**config.mk**
```make
export PLATFORM = sky130hd
export DESIGN_NAME = servo_slew_controller
export DESIGN_NICKNAME = d
export VERILOG_FILES = /design/src/rtl/servo_slew_controller.sv
export SDC_FILE = /design/constraint.sdc
export NUM_CORES = 1
export LEC_CHECK = 0
export CAP_MARGIN = 5
export CORE_MARGIN = 2
export CORE_UTILIZATION = 30
export DETAILED_ROUTE_END_ITERATION = 10
export GPL_TIMING_DRIVEN = 0
export PLACE_DENSITY = 0.55
export SLEW_MARGIN = 30
export SYNTH_ARGS = -nofsm -noshare
export SYNTH_HDL_FRONTEND = slang
export SYNTH_SLANG_ARGS = --single-unit
```
**constraint.sdc**
```tcl
create_clock -name clk -period 9.45 [get_ports clk]
set_input_delay 2.835 -clock clk [delete_from_list [all_inputs] [get_ports clk]]
set_output_delay 2.835 -clock clk [all_outputs]
set_load 0.02 [all_outputs]
```
**src/rtl/servo_slew_controller.sv**
```systemverilog
// servo_slew_controller
//   N-channel servo driver. Each channel's position is slew-limited toward a
//   target once per PWM frame. The target comes from memory (unsigned) or from
//   the accelerometer (signed, converted to offset binary). Because every move
//   is slew-limited, switching the target source never makes the arm jump.
//
// Ports
//   clk            system clock
//   rst            asynchronous reset, active-high
//   select_source  1 = accelerometer targets, 0 = memory targets
//   hold           1 = freeze all positions; PWM keeps running
//   target_mem     unsigned targets, channel i at [i*W +: W]
//   target_accel   signed two's-complement targets, same packing
//   pos_out        current slewed positions, same packing
//   pwm_out        one PWM output per channel
//   at_target      1 = channel position equals its selected target
//   frame_start    one-cycle pulse in the cycle where the frame counter is 0
module servo_slew_controller #(
    parameter int NUM_CH     = 3,
    parameter int DATA_WIDTH = 10,
    parameter int CLK_FREQ   = 50_000_000,
    parameter int PWM_FREQ   = 50,
    parameter int MIN_DC     = 25_000,
    parameter int MAX_DC     = 125_000,
    parameter int SLEW_STEP  = 8
) (
    input  logic                         clk,
    input  logic                         rst,
    input  logic                         select_source,
    input  logic                         hold,
    input  logic [NUM_CH*DATA_WIDTH-1:0] target_mem,
    input  logic [NUM_CH*DATA_WIDTH-1:0] target_accel,
    output logic [NUM_CH*DATA_WIDTH-1:0] pos_out,
    output logic [NUM_CH-1:0]            pwm_out,
    output logic [NUM_CH-1:0]            at_target,
    output logic                         frame_start
);

    localparam int W      = DATA_WIDTH;
    localparam int PERIOD = CLK_FREQ / PWM_FREQ;
    localparam int CW     = (PERIOD > 1) ? $clog2(PERIOD) : 1;
    localparam int DW     = $clog2(MAX_DC + 1);
    localparam int PW     = W + $clog2(MAX_DC);
    localparam int XW     = (CW > DW) ? CW : DW;
    localparam logic [W-1:0] MID = {1'b1, {(W-1){1'b0}}};

    // Full-width product, shifted only after the multiply so no precision is lost.
    function automatic logic [DW-1:0] duty_of(input logic [W-1:0] p);
        logic [PW-1:0] prod;
        prod    = PW'(p) * PW'(MAX_DC - MIN_DC);
        duty_of = DW'(MIN_DC) + DW'(prod >> W);
    endfunction

    // One slew step toward t; the step never overshoots, so no wrap is possible.
    function automatic logic [W-1:0] slew_of(input logic [W-1:0] p, input logic [W-1:0] t);
        int d;
        d = int'(t) - int'(p);
        if (d > SLEW_STEP) begin
            slew_of = p + W'(SLEW_STEP);
        end else if (d < -SLEW_STEP) begin
            slew_of = p - W'(SLEW_STEP);
        end else begin
            slew_of = t;
        end
    endfunction

    logic [CW-1:0] cnt_r;
    logic [CW-1:0] cnt_next_s;
    logic          frame_edge_s;
    logic [W-1:0]  pos_r       [NUM_CH];
    logic [W-1:0]  pos_next_s  [NUM_CH];
    logic [W-1:0]  tgt_s       [NUM_CH];
    logic [DW-1:0] duty_r      [NUM_CH];
    logic [DW-1:0] duty_next_s [NUM_CH];
    logic [NUM_CH-1:0] pwm_r;
    logic [NUM_CH-1:0] at_target_r;
    logic          frame_start_r;

    // Frame counter next value; the frame edge is the edge leaving PERIOD-1.
    always_comb begin
        frame_edge_s = (cnt_r == CW'(PERIOD - 1));
        if (frame_edge_s) begin
            cnt_next_s = '0;
        end else begin
            cnt_next_s = cnt_r + CW'(1);
        end
    end

    // Per-channel target select, slew and duty next-state.
    always_comb begin
        for (int i = 0; i < NUM_CH; i++) begin
            tgt_s[i]       = '0;
            pos_next_s[i]  = pos_r[i];
            duty_next_s[i] = duty_r[i];
            // Flipping the sign bit turns two's complement into offset binary.
            if (select_source) begin
                tgt_s[i] = target_accel[i*W +: W] ^ MID;
            end else begin
                tgt_s[i] = target_mem[i*W +: W];
            end
            if (frame_edge_s && !hold) begin
                pos_next_s[i] = slew_of(pos_r[i], tgt_s[i]);
            end else begin
                pos_next_s[i] = pos_r[i];
            end
            if (frame_edge_s) begin
                duty_next_s[i] = duty_of(pos_next_s[i]);
            end else begin
                duty_next_s[i] = duty_r[i];
            end
        end
    end

    // Counter, frame pulse and per-channel state registers.
    always_ff @(posedge clk or posedge rst) begin
        if (rst) begin
            cnt_r         <= '0;
            frame_start_r <= 1'b0;
            pwm_r         <= '0;
            at_target_r   <= '0;
            for (int i = 0; i < NUM_CH; i++) begin
                pos_r[i]  <= MID;
                duty_r[i] <= duty_of(MID);
            end
        end else begin
            cnt_r         <= cnt_next_s;
            frame_start_r <= frame_edge_s;
            for (int i = 0; i < NUM_CH; i++) begin
                pos_r[i]       <= pos_next_s[i];
                duty_r[i]      <= duty_next_s[i];
                // Compare against the duty that is live in the upcoming cycle, so
                // a new duty takes effect exactly at cnt == 0.
                pwm_r[i]       <= (XW'(cnt_next_s) < XW'(duty_next_s[i]));
                at_target_r[i] <= (pos_next_s[i] == tgt_s[i]);
            end
        end
    end

    // Output packing straight from registers.
    always_comb begin
        pos_out = '0;
        for (int i = 0; i < NUM_CH; i++) begin
            pos_out[i*W +: W] = pos_r[i];
        end
    end

    assign pwm_out     = pwm_r;
    assign at_target   = at_target_r;
    assign frame_start = frame_start_r;

endmodule
```
==> flow_summary.json, run 1 <==
{
  "antenna_found_initial": 0,
  "dieArea_um2": 55870,
  "yosysUniqueCellTypes": 96,
  "cts_tree": "done",
  "grt_usage_pct": 18.46,
  "fp-row-count": 85,
  "htree_levels": 3,
  "worst_setup_path_end_kind": "flop",
  "post_drt_wl_per_cell_um": 18.24,
  "fmax_ghz": 0.08401,
  "dp_slack_ps": -3958,
  "hold_class": "reg2reg",
  "drt_iter0_markers": 861,
  "postRouteAntennaNets": 0,
  "cts.sinks": 108,
  "clkTransAtPathRegs_ps": 80,
  "synth_edf_count": 0,
  "numPlacedInstances": 2689,
  "root_buffer": "clkbuf_16",
  "synthesis.area_um2": 16200,
  "timing.final.crit_share_pct": 126.0,
  "synth.area.top_cells": "ha_1, dfrtp_1, fa_1",
  "synthCells": 1893,
  "cts_buffer_depth": 2,
  "overflow": 0,
  "failed_checks": "setup timing",
  "criticalPathCategory": "in2reg",
  "num_antenna_cells": 0,
  "clk_latency_ps": 380,
  "fin_util_pct": 45.57,
  "peakVddDrop_mv": 0.1391,
  "fin_worst_skew_ps": 12.75,
  "async_flop_share_pct": 100.0,
  "crit_required_ps": 9670,
  "holdWs_ps": 473.4,
  "leakage_nw": 11.05,
  "gp_congestion": 0.8947,
  "grt_pass1_vias": 15764,
  "core_um2": 53600,
  "cp_slowest_cell": "or4bb_4",
  "routed_wl_um": 54020,
  "worstPathArrival_ps": 12120,
  "max-slew-margin-rel_pct": 29.34,
  "finalWorstPathRequiredPeriod_ps": 11900,
  "drive_above_1_share_pct": 37.92,
  "hold_viol": 0,
  "rsz0062_at_grt": "yes",
  "post-route-drc-count": 0,
  "ys_ff_latch": 108,
  "holdBufCountCts": 0,
  "portBuffers": 99,
  "num_vias": 15561,
  "grt_first_pass_wirelength_um": 83390,
  "firstDrtPassIters": 5,
  "grt_start_max_net_pins": 87,
  "io_pins": 101,
  "power_density_nw_per_um2": 175.6,
  "vias_per_cell": 5.255,
  "synthFlopType": "dfrtp_1",
  "slowest_delay_ps": 560,
  "synth_most_common_cell": "ha_1",
  "regArea_um2": 2736,
  "syn_area_per_cell_um2": 8.557,
  "die_w_um": 236.4,
  "status": "finished with violations",
  "stdcell_count": 2961,
  "nets": 2682,
  "yosysWarnings": 0,
  "seq_area_frac_synth_pct": 16.89,
  "syn_nets": 2315,
  "cp_max_fo": 6,
  "worstMarginPinSlew_ps": 1060,
  "synth_area_leader_cell": "ha_1",
  "total_power_w": 0.004288,
  "crit_path_start_kind": "input pin",
  "synth.top_cells.by_count": "ha_1, inv_1, nor2_1, a21oi_1, nand2_1",
  "area_delta_synth_final_pct": 50.79,
  "setup_viol": 42,
  "dp_hpwl_um": 38150,
  "numCtsBuffers": 9,
  "setup_ws_ps": -2454,
  "drv_slew": 0,
  "fp.dieH_um": 236.4,
  "synth_top_cell_area_share_pct": 23.48,
  "fillCellCount": 4973,
  "multi_input_area_um2": 16100,
  "max-cap-violations": 0,
  "start_util_pct": 30.22
}
-- registers in the layout, indices dropped and copies added (netlist names) --
signal	cells
at_target	3
frame_start	1
cnt_r	20
pwm_out	3
pos_out	30
duty_r	51
-- repair_timing --
item | 4_1_cts | 5_1_grt
endpoints found under the setup margin | 50 | 49
cloned | 2 | 0
setup buffers | 190 | 92
hold endpoints to repair | 0 | 0
pin swaps | 160 | 167
gates resized for setup | 315 | 280
-- logic make-up (layout without fill, tap and decap cells) --
kind of cell	count (synthesis)	count (layout)	share of synthesized area, %
xor+xnor	144	144	7.786
compound gates	447	447	18.85
mux	72	72	4.658
buf+inv	254	626	5.940
flops	108	108	16.89
simple gates	510	510	15.72
fa+ha+maj	358	358	30.16
-- worst paths after layout --
| check | startpoint | to | slack (ps) | cells after the start |
|---|---|---|---|---|
| hold reg to reg | duty_r[18] | duty_r[18] | 470 | 2 |
| max in group asynchronous | rst | duty_r[23] | 5870 | 3 |
| min in group asynchronous | rst | pos_out[6] | 2800 | 2 |
| setup reg to reg | cnt_r[8] | pwm_out[0] | -640 | 31 |
| setup / recovery | select_source | pwm_out[0] | -2450 | 46 |
| hold / removal | duty_r[18] | duty_r[18] | 470 | 2 |
-- routing by layer --
metal	part of all wire [%]	GRT usage [%]	routed length, um	vias to the layer above
met5	0	0	0	-
met4	2.7	6.425	1481	0
met3	3.6	1.744	1956	84
met2	49	31.62	26520	370
met1	45	24.20	24070	7607
li1	-	-	-	7500
-- through the flow --
step	setup TNS (ps)	cell area, um2
5_1_grt	-49280	24420
3_5_place_dp	-91690	19050
4_1_cts	-31920	22340
2_1_floorplan	-31270	17140
6_report	-37260	24420
3_3_place_gp	-87090	19010
-- worst max-delay path, delay by kind of cell --
kind	cells	cell delay, ps
compound gates	13	2170
xor+xnor	3	540
fa+ha+maj	9	2960
buf+inv	9	930
mux	2	380
simple gates	10	2300
-- power by group --
group | leakage [nW] | total (W) | switching (W) | internal, W
registers | 1.26 | 0.000502 | 0.0000166 | 0.000485
clock network | 0.137 | 0.000385 | 0.000196 | 0.000189
logic | 9.66 | 0.00340 | 0.00170 | 0.00170
-- final cells by class --
type                    instances  area share (%)
plain buffers                  36           1.260
clock buffers                  10          0.9784
inverters                     207           3.243
multi-input cells            1531           65.92
well taps                     696           3.565
flip-flops and latches        108           11.20
clock inverters                 6          0.1998
repair buffers                367           13.63
-- cell usage in the layout (no fill, tap or decap), types with 15 or more instances in the layout --
master,netlist,final
a21o_1,63,63
a21oi_1,119,70
a21oi_2,2,37
and3_1,25,18
buf_4,0,211
buf_6,1,47
clkbuf_1,42,18
clkdlybuf4s50_1,0,99
dfrtp_1,81,81
dfstp_2,27,27
fa_1,54,44
ha_1,304,214
ha_2,0,16
ha_4,0,74
inv_1,206,175
inv_2,1,29
mux2_4,1,15
mux2i_1,48,23
nand2_1,115,95
nand2_2,0,15
nand3_1,52,37
nand4_1,22,22
nor2_1,132,98
nor2_2,0,17
nor2_4,0,17
nor2b_1,27,19
nor3_1,29,20
o21a_1,21,21
o21ai_0,73,29
o21ai_1,5,18
o21ai_2,1,17
o21ai_4,0,15
xnor2_1,77,55
xnor2_2,0,20
xor2_1,67,52
Power figures use the tool's default switching activity.
==> inputs of run 2 (changes only) <==
ABC_AREA = 1   (was default)
CORE_ASPECT_RATIO = 1.75   (was default)
==> flow_summary.json, run 2 <==
{
  "fillCellCount": 5542,
  "cp_num_buf_inv": 13,
  "core_um2": 55970,
  "fp.dieH_um": 318.2,
  "post_drt_wl_per_cell_um": 16.60,
  "num_vias": 16459,
  "finalWorstPathRequiredPeriod_ps": 10280,
  "synth_top_cell_area_share_pct": 22.48,
  "peakVddDrop_mv": 0.1300,
  "firstDrtPassIters": 5,
  "failed_checks": "setup timing",
  "synthFlopType": "dfrtp_1",
  "fp-row-count": 115,
  "fmax_ghz": 0.09724,
  "ys_ff_latch": 108,
  "htree_levels": 3,
  "async_flop_share_pct": 100.0,
  "regMostFlops": "duty_r",
  "root_buffer": "clkbuf_16",
  "overflow": 0,
  "vias_per_cell": 4.922,
  "synth.area.top_cells": "ha_1, dfrtp_1, nand2_1",
  "numCtsBuffers": 9,
  "crit_path_start_kind": "input pin",
  "drt_iter0_markers": 717,
  "cts_tree": "done",
  "worstPathArrival_ps": 10540,
  "slowest_delay_ps": 510,
  "setup_viol": 4,
  "grt_usage_pct": 18.85,
  "mostFrequentLayoutCell": "nand2_1",
  "seq_area_frac_synth_pct": 16.17,
  "synth_most_common_cell": "nand2_1",
  "clkTransAtPathRegs_ps": 90,
  "hold_viol": 0,
  "grt_start_max_net_pins": 79,
  "finish.instance_area_um2": 23410,
  "antenna_found_initial": 0,
  "crit_required_ps": 9710,
  "largest_reg_flops": 51,
  "setup_ws_ps": -834.2,
  "status": "finished with violations",
  "drive_above_1_share_pct": 31.34,
  "criticalPathCategory": "in2reg",
  "worst_setup_path_end_kind": "flop",
  "post-route-drc-count": 0,
  "cts.sinks": 108,
  "yosysUniqueCellTypes": 63,
  "die_w_um": 183.5,
  "synthesis.area_um2": 16920,
  "gp_congestion": 0.8778,
  "start_util_pct": 30.23,
  "synth_area_leader_cell": "ha_1",
  "hold_class": "reg2reg",
  "fin_worst_skew_ps": 19.01,
  "rrSetupSlack_ps": 1220,
  "synthCells": 2352,
  "dp_hpwl_um": 44050,
  "area_delta_synth_final_pct": 38.34,
  "path_delay_family": "simple AND/OR/NAND/NOR gates",
  "synth.top_cells.by_count": "nand2_1, inv_1, ha_1, nand3_1, nor2_1",
  "syn_area_per_cell_um2": 7.194,
  "max-slew-margin-rel_pct": 36.83,
  "leakage_nw": 11.49,
  "cp_slowest_cell": "fa_1",
  "post_dp_cell_area_um2": 19820,
  "total_power_w": 0.004884,
  "max-cap-violations": 0,
  "cts_buffer_depth": 2,
  "syn_nets": 2774,
  "timing.final.crit_share_pct": 108.8,
  "grt_first_pass_wirelength_um": 87120,
  "grt_pass1_vias": 17156,
  "power_density_nw_per_um2": 208.7,
  "rsz0062_at_grt": "yes",
  "routed_wl_um": 55500,
  "cp_max_fo": 4,
  "postRouteAntennaNets": 0,
  "nets": 3059,
  "portBuffers": 99,
  "drv_slew": 0,
  "io_pins": 101,
  "dieArea_um2": 58390,
  "synth_edf_count": 0,
  "most-common-layout-cells": "nand2_1, inv_1, ha_1",
  "clk_latency_ps": 400,
  "yosysWarnings": 0,
  "worstMarginPinSlew_ps": 944.0,
  "num_antenna_cells": 0
}
==> run 2: path summary, 6_finish.rpt <==
path | from | end | cells past startpoint
worst max-delay path | select_source | pwm_out[0] | 56
min in group asynchronous | rst | pos_out[1] | 2
worst min-delay path | duty_r[50] | duty_r[50] | 2
worst max register to register | cnt_r[0] | pwm_out[0] | 45
worst min register to register | duty_r[50] | duty_r[50] | 2
max in group asynchronous | rst | duty_r[3] | 3
==> run 2: cell families (layout without fill, tap and decap cells) <==
group,count (synthesis),count (layout),share of synthesized area (%)
buffers and inverters,427,717,9.717
and+or+nand+nor,1049,1049,29.48
adders and majority gates,358,358,28.87
muxes,7,7,0.4289
AOI/OAI and AO/OA,317,317,10.57
DFF,108,108,16.17
xor gates and xnor gates,86,86,4.762
==> run 2: routing by layer <==
metal | track usage (%) | vias up | wire, um
li1 | - | 8254 | -
met1 | 18.31 | 7740 | 19930
met2 | 37.60 | 325 | 30930
met3 | 1.910 | 140 | 1416
met4 | 10.72 | 0 | 3218
met5 | 0 | - | 0
==> run 2: what timing repair did <==
item | CTS | global route
gates resized for setup | 268 | 140
pin swaps | 165 | 130
setup endpoints to repair | 31 | 26
gates cloned | 5 | 0
hold buffers | 0 | 0
buffers inserted | 125 | 44
==> run 2: final cells by class <==
| class | instances | area (um2) | share of cell area (%) |
|---|---|---|---|
| Multi-Input combinational cell | 1817 | 15120 | 64.61 |
| Sequential cell | 108 | 2736 | 11.69 |
| Timing Repair Buffer | 274 | 2524 | 10.78 |
| Inverter | 401 | 1559 | 6.660 |
| Tap cell | 702 | 878.3 | 3.752 |
| Buffer | 26 | 256.5 | 1.096 |
| Clock buffer | 10 | 239.0 | 1.021 |
| Clock inverter | 6 | 90.09 | 0.3849 |
==> run 2: stage by stage <==
stage          hold WS (ps)  setup slack [ps]  TNS, ps  util, %  cells
5_1_grt               490.6             -1152    -5902    41.82   3344
2_1_floorplan         441.7            -209.6   -620.2        -   2352
3_3_place_gp          453.7             -2368   -25400    35.33   3153
4_1_cts               477.5            -554.1    -1991    40.12   3300
6_report              468.1            -834.2    -2998    41.82   3344
3_5_place_dp          459.3             -2429   -27100    35.40   3154
==> run 2: power breakdown <==
| part | total, W | switching (W) | leakage, nW | internal (W) |
|---|---|---|---|---|
| clock | 0.000440 | 0.000220 | 0.157 | 0.000221 |
| sequential | 0.000478 | 0.00000739 | 1.18 | 0.000471 |
| combinational | 0.00397 | 0.00234 | 10.2 | 0.00163 |
==> run 2: worst reg2reg max path, delay by kind of cell (launching register included) <==
family          cells  cell delay (ps)
compound gates      4              720
xor+xnor            1              130
fa+ha+maj           8             2480
buf+inv             7              800
flops               1              380
simple gates       25             3600
==> inputs of run 3 (changes only) <==
ABC_CLOCK_PERIOD_IN_PS = 9450   (was default)
PLACE_DENSITY = default   (was 0.55)
==> flow_summary.json, run 3 (same netlist as run 2, synthesis figures left out) <==
{
  "grt_usage_pct": 19.00,
  "dp_hpwl_um": 44000,
  "status": "finished with violations",
  "hold_class": "reg2reg",
  "reg2reg_from": "cnt_r[0]",
  "postRouteAntennaNets": 0,
  "p_seq_share_pct": 9.7,
  "leakage_nw": 11.46,
  "worst_setup_path_end_kind": "flop",
  "mostFrequentLayoutCell": "nand2_1",
  "internal-power_w": 0.002343,
  "num_vias": 16821,
  "worstMarginPinSlew_ps": 1038,
  "hold_viol": 0,
  "slowest_delay_ps": 550,
  "stdcell_count": 3341,
  "htree_levels": 3,
  "hold_end": "duty_r[50]",
  "finish.instance_area_um2": 23250,
  "rrSetupSlack_ps": 1190,
  "fin_worst_skew_ps": 12.71,
  "cts_tree": "done",
  "cp_max_fo": 7,
  "finalWorstPathRequiredPeriod_ps": 10240,
  "r2r_cells": 43,
  "power_switching_w": 0.002604,
  "peakVddDrop_mv": 0.1503,
  "gp_congestion": 0.9384,
  "fin_setup_tns_ps": -2732,
  "routed_wl_um": 55810,
  "clk_latency_ps": 400,
  "die_w_um": 183.5,
  "numPlacedInstances": 3154,
  "fp.dieH_um": 318.2,
  "drv_slew": 0,
  "vias_per_cell": 5.035,
  "most-common-layout-cells": "nand2_1, inv_1, ha_1",
  "cts.sinks": 108,
  "grt_pass1_vias": 17535,
  "cts_buffer_depth": 2,
  "failed_checks": "setup timing",
  "numCtsBuffers": 9,
  "drive_above_1_share_pct": 30.81,
  "regMostFlops": "duty_r",
  "criticalPathCategory": "in2reg",
  "worstPathArrival_ps": 10500,
  "grt_first_pass_wirelength_um": 87770,
  "overflow": 0,
  "root_buffer": "clkbuf_16",
  "holdBufCountCts": 0,
  "dieArea_um2": 58390,
  "rr_endpoint": "pwm_out[0]",
  "crit_required_ps": 9710,
  "post-route-drc-count": 0,
  "nets": 3056,
  "crit_path_start_kind": "input pin",
  "hp-start": "duty_r[50]",
  "portBuffers": 99,
  "power.share.clock_pct": 8.5,
  "drt_iter0_markers": 824,
  "post_dp_cell_area_um2": 19820,
  "setup_ws_ps": -792.8,
  "area_delta_synth_final_pct": 37.40,
  "grt_start_max_net_pins": 86,
  "crit_path_frequent_cell": "nand2_1",
  "clkTransAtPathRegs_ps": 80,
  "core_um2": 55970,
  "timing.final.crit_share_pct": 108.4,
  "fp-row-count": 115,
  "setup_viol": 4,
  "rsz0062_at_grt": "yes",
  "fin_util_pct": 41.54,
  "max-cap-violations": 0,
  "cp_slowest_cell": "fa_1",
  "start_util_pct": 30.23,
  "power_density_nw_per_um2": 212.8,
  "max-slew-margin-rel_pct": 30.82,
  "num_antenna_cells": 0,
  "antenna_found_initial": 0,
  "holdPathStages": 2,
  "io_pins": 101,
  "combPwrFrac_pct": 81.8,
  "fmax_ghz": 0.09763,
  "post_drt_wl_per_cell_um": 16.70,
  "largest_reg_flops": 51,
  "switching_share_pct": 52.64,
  "firstDrtPassIters": 5
}
==> run 3: power by group through the flow <==
stage / Sequential, W / Clock (W) / Combinational [W]
4_1_cts: 0.000478 / 0.000439 / 0.00358
3_3_place_gp: 0.000487 / 0 / 0.00305
2_1_floorplan: 0.000490 / 0 / 0.00248
5_1_grt: 0.000479 / 0.000446 / 0.00445
6_report: 0.000478 / 0.000422 / 0.00405
3_5_place_dp: 0.000487 / 0 / 0.00308
==> run 3: what timing repair did <==
item	CTS	global route
buffers inserted	128	39
cloned	5	0
setup endpoints to repair	31	29
resized for setup	261	135
pin swaps	139	77
==> run 3: how the worst max path moves through the flow <==
stage | to | from | slack, ps | depth (start not counted)
6_report | pwm_out[0] | target_accel[5] | -790 | 46
3_5_place_dp | pwm_out[0] | select_source | -2440 | 49
5_1_grt | pwm_out[0] | target_accel[2] | -1190 | 54
3_3_place_gp | pwm_out[0] | target_accel[6] | -2340 | 51
4_1_cts | pwm_out[0] | select_source | -570 | 55
2_1_floorplan | pwm_out[0] | select_source | -210 | 56
==> run 3: per-layer routing <==
metal  track usage [%]  share of wire [%]
met5                 0                  0
met4             14.42                8.3
met3             2.013                2.7
met2             36.93                 54
met1             17.78                 35
==> run 3: layout make-up <==
| class | instances | area, um2 |
|---|---|---|
| fillers | 5487 | 32720 |
| multi-input cells | 1817 | 15050 |
| flip-flops and latches | 108 | 2736 |
| repair buffers | 271 | 2440 |
| inverters | 401 | 1568 |
| well taps | 702 | 878.3 |
| plain buffers | 26 | 255.2 |
| clock buffers | 9 | 225.2 |
| clock inverters | 7 | 91.34 |
==> run 3: stage by stage <==
| step | setup WS, ps | total power (W) | hold WS (ps) |
|---|---|---|---|
| detailed placement | -2435 | 0.003570 | 458.5 |
| finish | -792.8 | 0.004947 | 473.4 |
| CTS | -573.3 | 0.004497 | 471.2 |
| global route | -1190 | 0.005373 | 491.5 |
| floorplan | -209.6 | 0.002971 | 441.7 |
| global placement | -2343 | 0.003532 | 455.9 |
==> run 3: critical path, delay by kind of cell <==
family	cells	cell delay, ps
buffers and inverters	6	830
AOI/OAI and AO/OA	8	1180
adders and majority gates	8	2790
xor gates and xnor gates	1	210
and+or+nand+nor	23	2650
